## src/rtl/sqrt_coproc_if.sv

```systemverilog
// Start/done handshake plus byte-wide data-memory port shared by the CPU side
// (master) and the square-root engine (slave).
interface sqrt_coproc_if #(
    parameter int unsigned ADDR_W = 8
) ();
    logic              Start;
    logic              Ack;
    logic              Busy;
    logic [ADDR_W-1:0] MemAddr;
    logic [7:0]        MemRdData;
    logic              MemWrEn;
    logic [7:0]        MemWrData;

    modport slave (
        input  Start,
        input  MemRdData,
        output Ack,
        output Busy,
        output MemAddr,
        output MemWrEn,
        output MemWrData
    );

    modport master (
        output Start,
        output MemRdData,
        input  Ack,
        input  Busy,
        input  MemAddr,
        input  MemWrEn,
        input  MemWrData
    );
endinterface

```

## src/rtl/sqrt_coproc.sv

```systemverilog
// Fixed-function 8-bit rounded integer square root of a 16-bit operand held in data memory.
// Define SQRT_FLOOR_EN to return floor(sqrt(x)) instead of the round-half-up result.
module sqrt_coproc #(
    parameter int unsigned ADDR_W       = 8,
    parameter int unsigned OPND_HI_ADDR = 16,
    parameter int unsigned OPND_LO_ADDR = 17,
    parameter int unsigned RESULT_ADDR  = 18
) (
    input  logic          Clk,
    input  logic          Reset,
    sqrt_coproc_if.slave  bus
);

    typedef enum logic [3:0] {
        S_IDLE  = 4'd0,
        S_ARMED = 4'd1,
        S_RD_HI = 4'd2,
        S_RD_LO = 4'd3,
        S_LOAD  = 4'd4,
        S_CALC  = 4'd5,
        S_ROUND = 4'd6,
        S_WRITE = 4'd7,
        S_DONE  = 4'd8
    } state_t;

    state_t            state_q, state_d;
    logic [15:0]       op_q, op_d;
    logic [8:0]        rem_q, rem_d;
    logic [7:0]        root_q, root_d;
    logic [2:0]        cnt_q, cnt_d;
    logic [ADDR_W-1:0] addr_q, addr_d;
    logic [7:0]        wr_data_q, wr_data_d;
    logic              wr_en_q, wr_en_d;
    logic              ack_q, ack_d;
    logic              busy_q, busy_d;
    logic [10:0]       trial_rem_s;
    logic [10:0]       trial_sub_s;

    // State and datapath registers; reset also kills a pending write strobe at once.
    always_ff @(posedge Clk or negedge Reset) begin
        if (!Reset) begin
            state_q   <= S_IDLE;
            op_q      <= 16'h0000;
            rem_q     <= 9'h000;
            root_q    <= 8'h00;
            cnt_q     <= 3'd0;
            addr_q    <= '0;
            wr_data_q <= 8'h00;
            wr_en_q   <= 1'b0;
            ack_q     <= 1'b0;
            busy_q    <= 1'b0;
        end else begin
            state_q   <= state_d;
            op_q      <= op_d;
            rem_q     <= rem_d;
            root_q    <= root_d;
            cnt_q     <= cnt_d;
            addr_q    <= addr_d;
            wr_data_q <= wr_data_d;
            wr_en_q   <= wr_en_d;
            ack_q     <= ack_d;
            busy_q    <= busy_d;
        end
    end

    // Next-state, datapath update and registered output decode from the next state.
    always_comb begin
        state_d     = state_q;
        op_d        = op_q;
        rem_d       = rem_q;
        root_d      = root_q;
        cnt_d       = cnt_q;
        addr_d      = addr_q;
        wr_data_d   = wr_data_q;
        trial_rem_s = {rem_q, op_q[15:14]};
        trial_sub_s = {1'b0, root_q, 2'b01};

        case (state_q)
            S_IDLE: begin
                if (bus.Start) state_d = S_ARMED;
                else           state_d = S_IDLE;
            end
            S_ARMED: begin
                if (!bus.Start) state_d = S_RD_HI;
                else            state_d = S_ARMED;
            end
            S_RD_HI: begin
                if (bus.Start) state_d = S_ARMED;
                else           state_d = S_RD_LO;
            end
            S_RD_LO: begin
                if (bus.Start) begin
                    state_d = S_ARMED;
                end else begin
                    op_d[15:8] = bus.MemRdData;
                    state_d    = S_LOAD;
                end
            end
            S_LOAD: begin
                if (bus.Start) begin
                    state_d = S_ARMED;
                end else begin
                    op_d[7:0] = bus.MemRdData;
                    rem_d     = 9'h000;
                    root_d    = 8'h00;
                    cnt_d     = 3'd0;
                    state_d   = S_CALC;
                end
            end
            S_CALC: begin
                if (bus.Start) begin
                    state_d = S_ARMED;
                end else begin
                    // Restoring step: the remainder never exceeds 2*root, so 9 bits hold it.
                    if (trial_rem_s >= trial_sub_s) begin
                        rem_d  = 9'(trial_rem_s - trial_sub_s);
                        root_d = {root_q[6:0], 1'b1};
                    end else begin
                        rem_d  = 9'(trial_rem_s);
                        root_d = {root_q[6:0], 1'b0};
                    end
                    op_d  = {op_q[13:0], 2'b00};
                    cnt_d = cnt_q + 3'd1;
                    if (cnt_q == 3'd7) state_d = S_ROUND;
                    else               state_d = S_CALC;
                end
            end
            S_ROUND: begin
                if (bus.Start) begin
                    state_d = S_ARMED;
                end else begin
`ifdef SQRT_FLOOR_EN
                    root_d = root_q;
`else
                    if ((rem_q > {1'b0, root_q}) && (root_q != 8'hFF)) root_d = root_q + 8'd1;
                    else                                               root_d = root_q;
`endif
                    state_d = S_WRITE;
                end
            end
            S_WRITE: state_d = S_DONE;
            S_DONE: begin
                if (bus.Start) state_d = S_ARMED;
                else           state_d = S_DONE;
            end
            default: state_d = S_IDLE;
        endcase

        case (state_d)
            S_RD_HI: addr_d = ADDR_W'(OPND_HI_ADDR);
            S_RD_LO: addr_d = ADDR_W'(OPND_LO_ADDR);
            S_WRITE: begin
                addr_d    = ADDR_W'(RESULT_ADDR);
                wr_data_d = root_d;
            end
            default: addr_d = addr_q;
        endcase

        wr_en_d = (state_d == S_WRITE);
        ack_d   = (state_d == S_DONE);
        busy_d  = (state_d >= S_RD_HI) && (state_d <= S_WRITE);
    end

    assign bus.MemAddr   = addr_q;
    assign bus.MemWrEn   = wr_en_q;
    assign bus.MemWrData = wr_data_q;
    assign bus.Ack       = ack_q;
    assign bus.Busy      = busy_q;

endmodule

```

## src/flat_wrapper.sv

```systemverilog
// flat-port wrapper written by rule: the top's interface ports become plain ports
module sqrt_coproc_flat 
#(
    parameter int unsigned ADDR_W       = 8,
    parameter int unsigned OPND_HI_ADDR = 16,
    parameter int unsigned OPND_LO_ADDR = 17,
    parameter int unsigned RESULT_ADDR  = 18
)
  (Clk, Reset, bus_Start, bus_MemRdData, bus_Ack, bus_Busy, bus_MemAddr, bus_MemWrEn, bus_MemWrData);
  sqrt_coproc_if #(.ADDR_W(ADDR_W)) bus_i ();
  input  logic Clk;
  input  logic Reset;
  input wire logic [$bits(bus_i.Start)-1:0] bus_Start;
  input wire logic [$bits(bus_i.MemRdData)-1:0] bus_MemRdData;
  output wire logic [$bits(bus_i.Ack)-1:0] bus_Ack;
  output wire logic [$bits(bus_i.Busy)-1:0] bus_Busy;
  output wire logic [$bits(bus_i.MemAddr)-1:0] bus_MemAddr;
  output wire logic [$bits(bus_i.MemWrEn)-1:0] bus_MemWrEn;
  output wire logic [$bits(bus_i.MemWrData)-1:0] bus_MemWrData;
  assign bus_i.Start = bus_Start;
  assign bus_i.MemRdData = bus_MemRdData;
  assign bus_Ack = bus_i.Ack;
  assign bus_Busy = bus_i.Busy;
  assign bus_MemAddr = bus_i.MemAddr;
  assign bus_MemWrEn = bus_i.MemWrEn;
  assign bus_MemWrData = bus_i.MemWrData;
  sqrt_coproc #(.ADDR_W(ADDR_W), .OPND_HI_ADDR(OPND_HI_ADDR), .OPND_LO_ADDR(OPND_LO_ADDR), .RESULT_ADDR(RESULT_ADDR)) u_core (.Clk(Clk), .Reset(Reset), .bus(bus_i));
endmodule
```

## config.mk

```make
export PLATFORM = sky130hd
export DESIGN_NAME = sqrt_coproc_flat
export DESIGN_NICKNAME = d
export VERILOG_FILES = /design/src/rtl/sqrt_coproc_if.sv /design/src/rtl/sqrt_coproc.sv /design/src/flat_wrapper.sv
export SDC_FILE = /design/constraint.sdc
export NUM_CORES = 1
export LEC_CHECK = 0
export BUFFER_PORTS_ARGS = -buffer_cell sky130_fd_sc_hd__buf_2
export CORE_MARGIN = 3
export CORE_UTILIZATION = 64
export DETAILED_ROUTE_END_ITERATION = 6
export PLACE_DENSITY = 0.85
export REMOVE_ABC_BUFFERS = 1
export SYNTH_ARGS = -nofsm -noshare
export SYNTH_HDL_FRONTEND = slang
export SYNTH_SLANG_ARGS = --single-unit
```

## constraint.sdc

```tcl
create_clock -name Clk -period 6.4 [get_ports Clk]
set_input_delay 1.92 -clock Clk [delete_from_list [all_inputs] [get_ports Clk]]
set_output_delay 1.92 -clock Clk [all_outputs]
set_load 0.01 [all_outputs]
```

==> results by group, run 1 <==
Placement
  • PortBufs: 24
  • DP Area: roughly 3400 µm²
  • Placer Congestion: roughly 0.9
  • HPWL Detailed: ~5100 µm

STA
  • Max Slew Vio Count: 0
  • Total negative slack: 0 ps
  • Crit path time final: about 3100 ps
  • Worst-margin pin slew: 822.6 ps
  • Final period utilization: between 40% and 50%
  • RSZ-0062 raised after global routing: false
  • Clock skew: around 8.1 ps
  • Final Hold Violating Endpoints: 0
  • Achievable clock frequency: around 0.32 GHz
  • Max-slew headroom: 45.16%
  • Final setup fails: 0

Cells and area
  • Fin util: 72.52%
  • Final #Nets: slightly below 400
  • Layout area overhead: 6.078%
  • Fillers: 374
  • Layout cells sized above 1: about 13%
  • Design Area, Final: 3516 µm²
  • ANT cells: 0

Synthesis
  • Largest area contributor in the netlist: dfrtp_1
  • Flops & latches, synth: 54
  • Cell with the most instances after synthesis: dfrtp_1
  • Post-Synthesis Cells: 358
  • Cell variety after synth: 60
  • Main synth FF type: dfrtp_1
  • Top cell type's share of synthesized area: roughly 41%
  • Post-synth EDFFs: 0
  • Synth cell count leaders: 54 x dfrtp_1, 39 x nand2_1, 33 x o21ai_0
  • Most area-consuming cells after synthesis: dfrtp_1 41%, mux2i_1 5.4%, ha_1 5.3%, o21ai_0 5.0%, nand2_1 4.4%
  • Area of the mapped netlist: between 3000 and 4000 µm²
  • Mapped Avg Cell Area: just over 9 µm²
  • Register area share after synthesis: between 40% and 50%
  • FFs w/ async S/R, synth: 100.0%
  • Synthesis Warnings: 0

Clock network
  • Clk sink count: 54
  • CTS tree: yes
  • Post-CTS Setup Bufs: 0
  • Worst-Skew Late Latency: just over 300 ps
  • Cts bufs inserted: 5
  • CTS-repair resized insts: 0
  • Clk slew on worst S/H paths: about 90 ps
  • Bufs on Longest Clock Path: 2
  • CTS Hold Bufs: 0
  • CTS root buf: clkbuf_8
  • H-tree depth: 2

Global routing
  • GRT Util Overall: 24.13%
  • Initial antenna violation count: 0
  • Largest net degree at the start of global routing: between 50 and 60
  • First-pass GRT wire length: between 10000 and 15000 µm
  • Total gr overflow: 0
  • Vias in the first global route: roughly 2.5k

Run status
  • Outcome: finished clean

Route
  • Top sig layer: met4
  • Metal3 WL: between 300 and 400 µm
  • Met2 WL: 3428 µm
  • Remaining DRCs: 0
  • DR vias: between 2k and 3k
  • Detail-routed net length per standard cell: ~16 µm
  • Vias per cell: 6.105
  • DR iter-0 viols: between 300 and 400
  • Post-Route WL: a little over 7000 µm
  • Final ANT Viol Nets: 0
  • M1 wire length: approximately 3200 µm
  • Pre-antenna DRT Iters: 5

Setup path
  • CP Capture Type: flop
  • CP Data Required Time: around 6700 ps
  • Max FO, Critical Path: 16
  • Worst Path Arrival: 3370 ps
  • Critical path launch point type: primary input
  • Critical path class: in -> reg

Floorplan
  • Std-Cell Rows: 25
  • Core ar.: just under 5000 µm²
  • Die X: 77.97 µm
  • Initial Util: 68.36%
  • Io pins: 30
  • Height of the die: just under 80 µm
  • Die ar.: 6079 µm²

Power
  • P_leak: around 1.6 nW
  • Power consumption: between 0.0015 and 0.002 W
  • VDD IR-drop max: around 0.37 mV
  • PD cells: just over 500 nW/µm²

Hold path
  • HP Class: reg -> reg

Job
  • Max Cap Violations: 0
-- cell type report --
| type | instances | area, µm² | share of cell area [%] |
|---|---|---|---|
| multi-input combinational | 267 | 1783 | 50.71 |
| clock buffer | 6 | 72.57 | 2.064 |
| clock inverter | 2 | 37.54 | 1.068 |
| tap | 67 | 83.83 | 2.384 |
| timing repair buffer | 25 | 127.6 | 3.630 |
| sequential | 54 | 1351 | 38.43 |
| inverter | 16 | 60.06 | 1.708 |
-- flip-flops by register name, summed over array words and instances, names as in the netlist --
signal                count
u_core.bus.MemWrData      8
u_core.bus.MemAddr        3
u_core.rem_q              9
u_core.bus.Busy           1
u_core.bus.Ack            1
u_core.root_q             8
u_core.cnt_q              3
u_core.bus.MemWrEn        1
u_core.state_q            4
u_core.op_q              16
-- path summary, 6_finish.rpt --
| check | from | end | cells past startpoint | slack, ps |
|---|---|---|---|---|
| worst min register to register | u_core.bus.MemAddr[4] | u_core.bus.MemAddr[4] | 1 | 480 |
| max in group asynchronous | Reset | u_core.op_q[11] | 2 | 4230 |
| min in group asynchronous | Reset | u_core.bus.MemWrData[6] | 2 | 1720 |
| worst max-delay path | bus_Start | u_core.bus.MemWrData[5] | 7 | 3280 |
| worst min-delay path | u_core.bus.MemAddr[4] | u_core.bus.MemAddr[4] | 1 | 480 |
| worst max register to register | u_core.root_q[4] | u_core.rem_q[1] | 8 | 3680 |
-- cells by family after synthesis --
kind of cell    Yosys count  share of synthesized area (%)
xor+xnor                 13                          3.435
buf+inv                  41                          5.889
flops                    54                          40.77
mux                      18                          5.436
compound gates          106                          21.74
other cells               1                         0.1131
simple gates            111                          17.33
fa+ha+maj                14                          5.285
-- critical path: stages --
cell and delay (ps):
buf_2 210, inv_1 220, nand2_1 130, nor2_1 450, a21oi_1 170, o41ai_2 90, a22o_1 180
-- per-layer routing --
metal / GRT usage, % / vias up
met5: 0 / -
met4: 5.420 / 0
met3: 3.248 / 12
met2: 39.90 / 101
met1: 33.94 / 1269
li1: - / 1286
-- power breakdown --
group	internal [W]	switching (W)	leakage, nW
clock	0.000117	0.000112	0.0514
sequential	0.000475	0.000161	0.683
combinational	0.000383	0.000543	0.896
total	0.000975	0.000816	1.63
-- stage by stage --
step                      setup WS [ps]  hold slack [ps]  std cells
after floorplan                    3429            445.0        337
after global placement             3017            440.0        429
after detailed placement           2975            448.4        429
after CTS                          3293            480.9        437
after global routing               3121            516.2        437
final                              3279            475.4        437
-- cells in the final DEF, fill, tap and decap left out, types with 6 or more instances in the layout --
cell type,synthesis,final
dfrtp_1,54,54
inv_1,16,16
nor3_1,7,7
o21a_1,6,6
o21ai_0,33,33
ha_1,14,14
a21oi_1,22,22
nand3_1,6,6
nor2_1,27,27
buf_2,6,24
mux2i_1,18,18
nand2_1,39,39
xnor2_1,8,8
No activity file was read; power rests on OpenSTA's default activity.
==> run 2, diff against run 1 <==
--- a/config.mk
+++ b/config.mk
@@ -7,9 +7,9 @@
 export LEC_CHECK = 0
 export BUFFER_PORTS_ARGS = -buffer_cell sky130_fd_sc_hd__buf_2
 export CORE_MARGIN = 3
-export CORE_UTILIZATION = 64
+export CORE_UTILIZATION = 54
 export DETAILED_ROUTE_END_ITERATION = 6
-export PLACE_DENSITY = 0.85
+export PLACE_DENSITY = 0.76
 export REMOVE_ABC_BUFFERS = 1
 export SYNTH_ARGS = -nofsm -noshare
 export SYNTH_HDL_FRONTEND = slang
==> constraint.sdc (replaced) <==
create_clock -name Clk -period 2.58 [get_ports Clk]
set_input_delay 0.774 -clock Clk [delete_from_list [all_inputs] [get_ports Clk]]
set_output_delay 0.774 -clock Clk [all_outputs]
set_load 0.01 [all_outputs]
==> results by group, run 2 (synthesis results as in run 1) <==
Power
  • Clock power share: 13.1% (+0.3 points)
  • Sw Ratio: 44.54% (-1.0 points)
  • P_sw: 0.002032 W (+150%)
  • PD cells: 1255 nW/µm² (+150%)
  • Combinational power share: 54.6% (+2.9 points)
  • P_int: 0.002530 W (+160%)
  • VDD IR-drop max: 0.6634 mV (+81%)
  • P_leak: 1.701 nW (+4.4%)
  • Seq pwr share: 32.3% (-3.2 points)
  • Power consumption: 0.004562 W (+150%)

Clock network
  • Clk slew on worst S/H paths: 100 ps (about the same)
  • Bufs on Longest Clock Path: 2 (unchanged)
  • Worst-Skew Late Latency: 310 ps (about the same)
  • H-tree depth: 2 (unchanged)
  • CTS root buf: clkbuf_8
  • CTS tree: yes
  • Clk sink count: 54 (unchanged)
  • Cts bufs inserted: 5 (unchanged)

STA
  • RSZ-0062 raised after global routing: false
  • Clock skew: 6.812 ps (-1.304 ps)
  • Final Hold Violating Endpoints: 0 (unchanged)
  • Final setup fails: 0 (unchanged)
  • Final period utilization: ~93%
  • Worst-margin pin slew: 525.1 ps (-297.5 ps)
  • Crit path time final: roughly 2400 ps
  • Max Slew Vio Count: 0 (unchanged)
  • Max-slew headroom: 64.99% (+20 points)
  • Total negative slack: 0 ps (unchanged)
  • Achievable clock frequency: roughly 0.41 GHz

Route
  • DR iter-0 viols: 272 (-13%)
  • DR vias: 2740 (+2.7%)
  • Post-Route WL: 7248 µm (+2.6%)
  • Detail-routed net length per standard cell: 15.89 µm (-1.6%)
  • Pre-antenna DRT Iters: 5 (unchanged)
  • Vias per cell: 6.009 (-1.6%)
  • Remaining DRCs: 0 (unchanged)
  • Final ANT Viol Nets: 0 (unchanged)

Setup path
  • Max FO, Critical Path: 8 (-8)
  • Worst path cell trace: inv_1 > ha_1 > a21oi_2 > o21ai_1 > a221oi_4 > nor4b_4 > a21o_1 > a221oi_1
  • CP max stage cell: a221oi_4
  • Crit path launch: u_core.root_q[2]
  • Worst stage delay on the critical path: 460 ps (about the same)
  • Reg-to-reg critical path startpoint: u_core.root_q[2]
  • CP Capture Type: flop
  • CP Data Required Time: 2780 ps (-3870 ps)
  • Critical path launch point type: flop
  • Worst Path Arrival: 2610 ps (-760 ps)
  • Critical path class: reg -> reg

Cells and area
  • Final #Nets: 408 (+3.6%)
  • Multi-input logic area: 1783 µm² (unchanged)
  • Biggest regs: u_core.op_q (16), u_core.rem_q (9)
  • Fillers: 500 (+34%)
  • Biggest register: u_core.op_q
  • Most frequent cells in the layout: 53 x dfrtp_1, 39 x nand2_1, 33 x o21ai_0, 27 x nor2_1, 24 x buf_2
  • Area taken by flip-flops and latches: 1353 µm² (about the same)
  • Most common cell after layout, fill and taps aside: dfrtp_1
  • Layout area overhead: 9.702%
  • Max FFs per register: 16 (unchanged)
  • Layout cells sized above 1: 16.41% (+3.7 points)
  • Post-route insts no fill: 456 (+4.3%)
  • ANT cells: 0 (unchanged)

Global routing
  • Vias in the first global route: 2644 (+7.0%)
  • First-pass GRT wire length: 12450 µm (+4.8%)
  • Total gr overflow: 0 (unchanged)
  • Largest net degree at the start of global routing: 28 (-49%)
  • Initial antenna violation count: 0 (unchanged)
  • GRT Util Overall: 21.24% (-2.9 points)

Floorplan
  • Height of the die: 84.35 µm (+8.2%)
  • Die X: 84.35 µm (+8.2%)
  • Std-Cell Rows: 27 (+8.0%)
  • Initial Util: 58.05% (-10 points)
  • Core ar.: 5709 µm² (+18%)
  • Die ar.: 7114 µm² (+17%)
  • Io pins: 30 (unchanged)

Placement
  • PortBufs: 24 (unchanged)
  • HPWL Detailed: 5331 µm (+5.5%)
  • Placer Congestion: 0.9897 (+10%)
  • Post-Place Cells: 447 (+4.2%)

Hold path
  • HP Class: in -> async

Run status
  • Outcome: finished clean

Job
  • Max Cap Violations: 0 (unchanged)
[run 2: power groups by stage]
stage               clock, W  sequential (W)  combinational (W)
CTS                 0.000617         0.00146            0.00246
global placement           0         0.00147            0.00238
global route        0.000647         0.00152            0.00278
detailed placement         0         0.00148            0.00244
floorplan                  0         0.00151            0.00173
finish              0.000598         0.00147            0.00249
[run 2: through the flow]
step / hold WS, ps / utilization [%] / setup slack (ps) / area (µm²)
after global placement: 441.1 / 61.47 / 260.8 / 3510
final: 414.1 / 63.69 / 169.2 / 3636
after floorplan: 445.0 / - / 386.1 / 3194
after detailed placement: 450.4 / 61.47 / 170.1 / 3510
after global routing: 431.7 / 63.69 / 27.45 / 3636
after CTS: 424.2 / 63.53 / 137.8 / 3627
[run 2: metal layers]
metal / GRT usage [%] / up-vias / share of wire [%]
li1: - / 1316 / -
met1: 30.02 / 1300 / 46
met2: 33.50 / 113 / 46
met3: 2.944 / 11 / 5.9
met4: 7.626 / 0 / 1.6
met5: 0 / - / 0
[run 2: layout make-up]
class                   count  area share [%]
clock inverters             3           1.342
inverters                  16           1.652
multi-input cells         267           49.04
repair buffers             39           6.401
flip-flops and latches     54           37.20
well taps                  72           2.478
clock buffers               5           1.893
[run 2: critical path: cells and delay by family (launching register included)]
kind	cells	cell delay, ps
AO/OA/AOI/OAI	5	1220
AND/OR/NAND/NOR	1	110
adder cells (fa/ha/maj)	1	430
flip-flops	1	450
buffers and inverters	1	100
[run 2: final timing paths]
path	cells after the start	endpoint	slack, ps
setup / recovery	8	u_core.root_q[2]	170
hold / removal	1	u_core.bus.MemWrData[3]	410
setup reg to reg	8	u_core.root_q[2]	170
hold reg to reg	1	u_core.bus.MemAddr[4]	470
max in group asynchronous	2	u_core.op_q[8]	1530
min in group Clk	1	u_core.bus.MemAddr[4]	470
[run 2: repair_timing]
item                                    in CTS  in global routing
hold buffers                                 0                  0
buffers inserted                             0                  1
endpoints found under the setup margin       0                  3
gates resized for setup                      0                  1
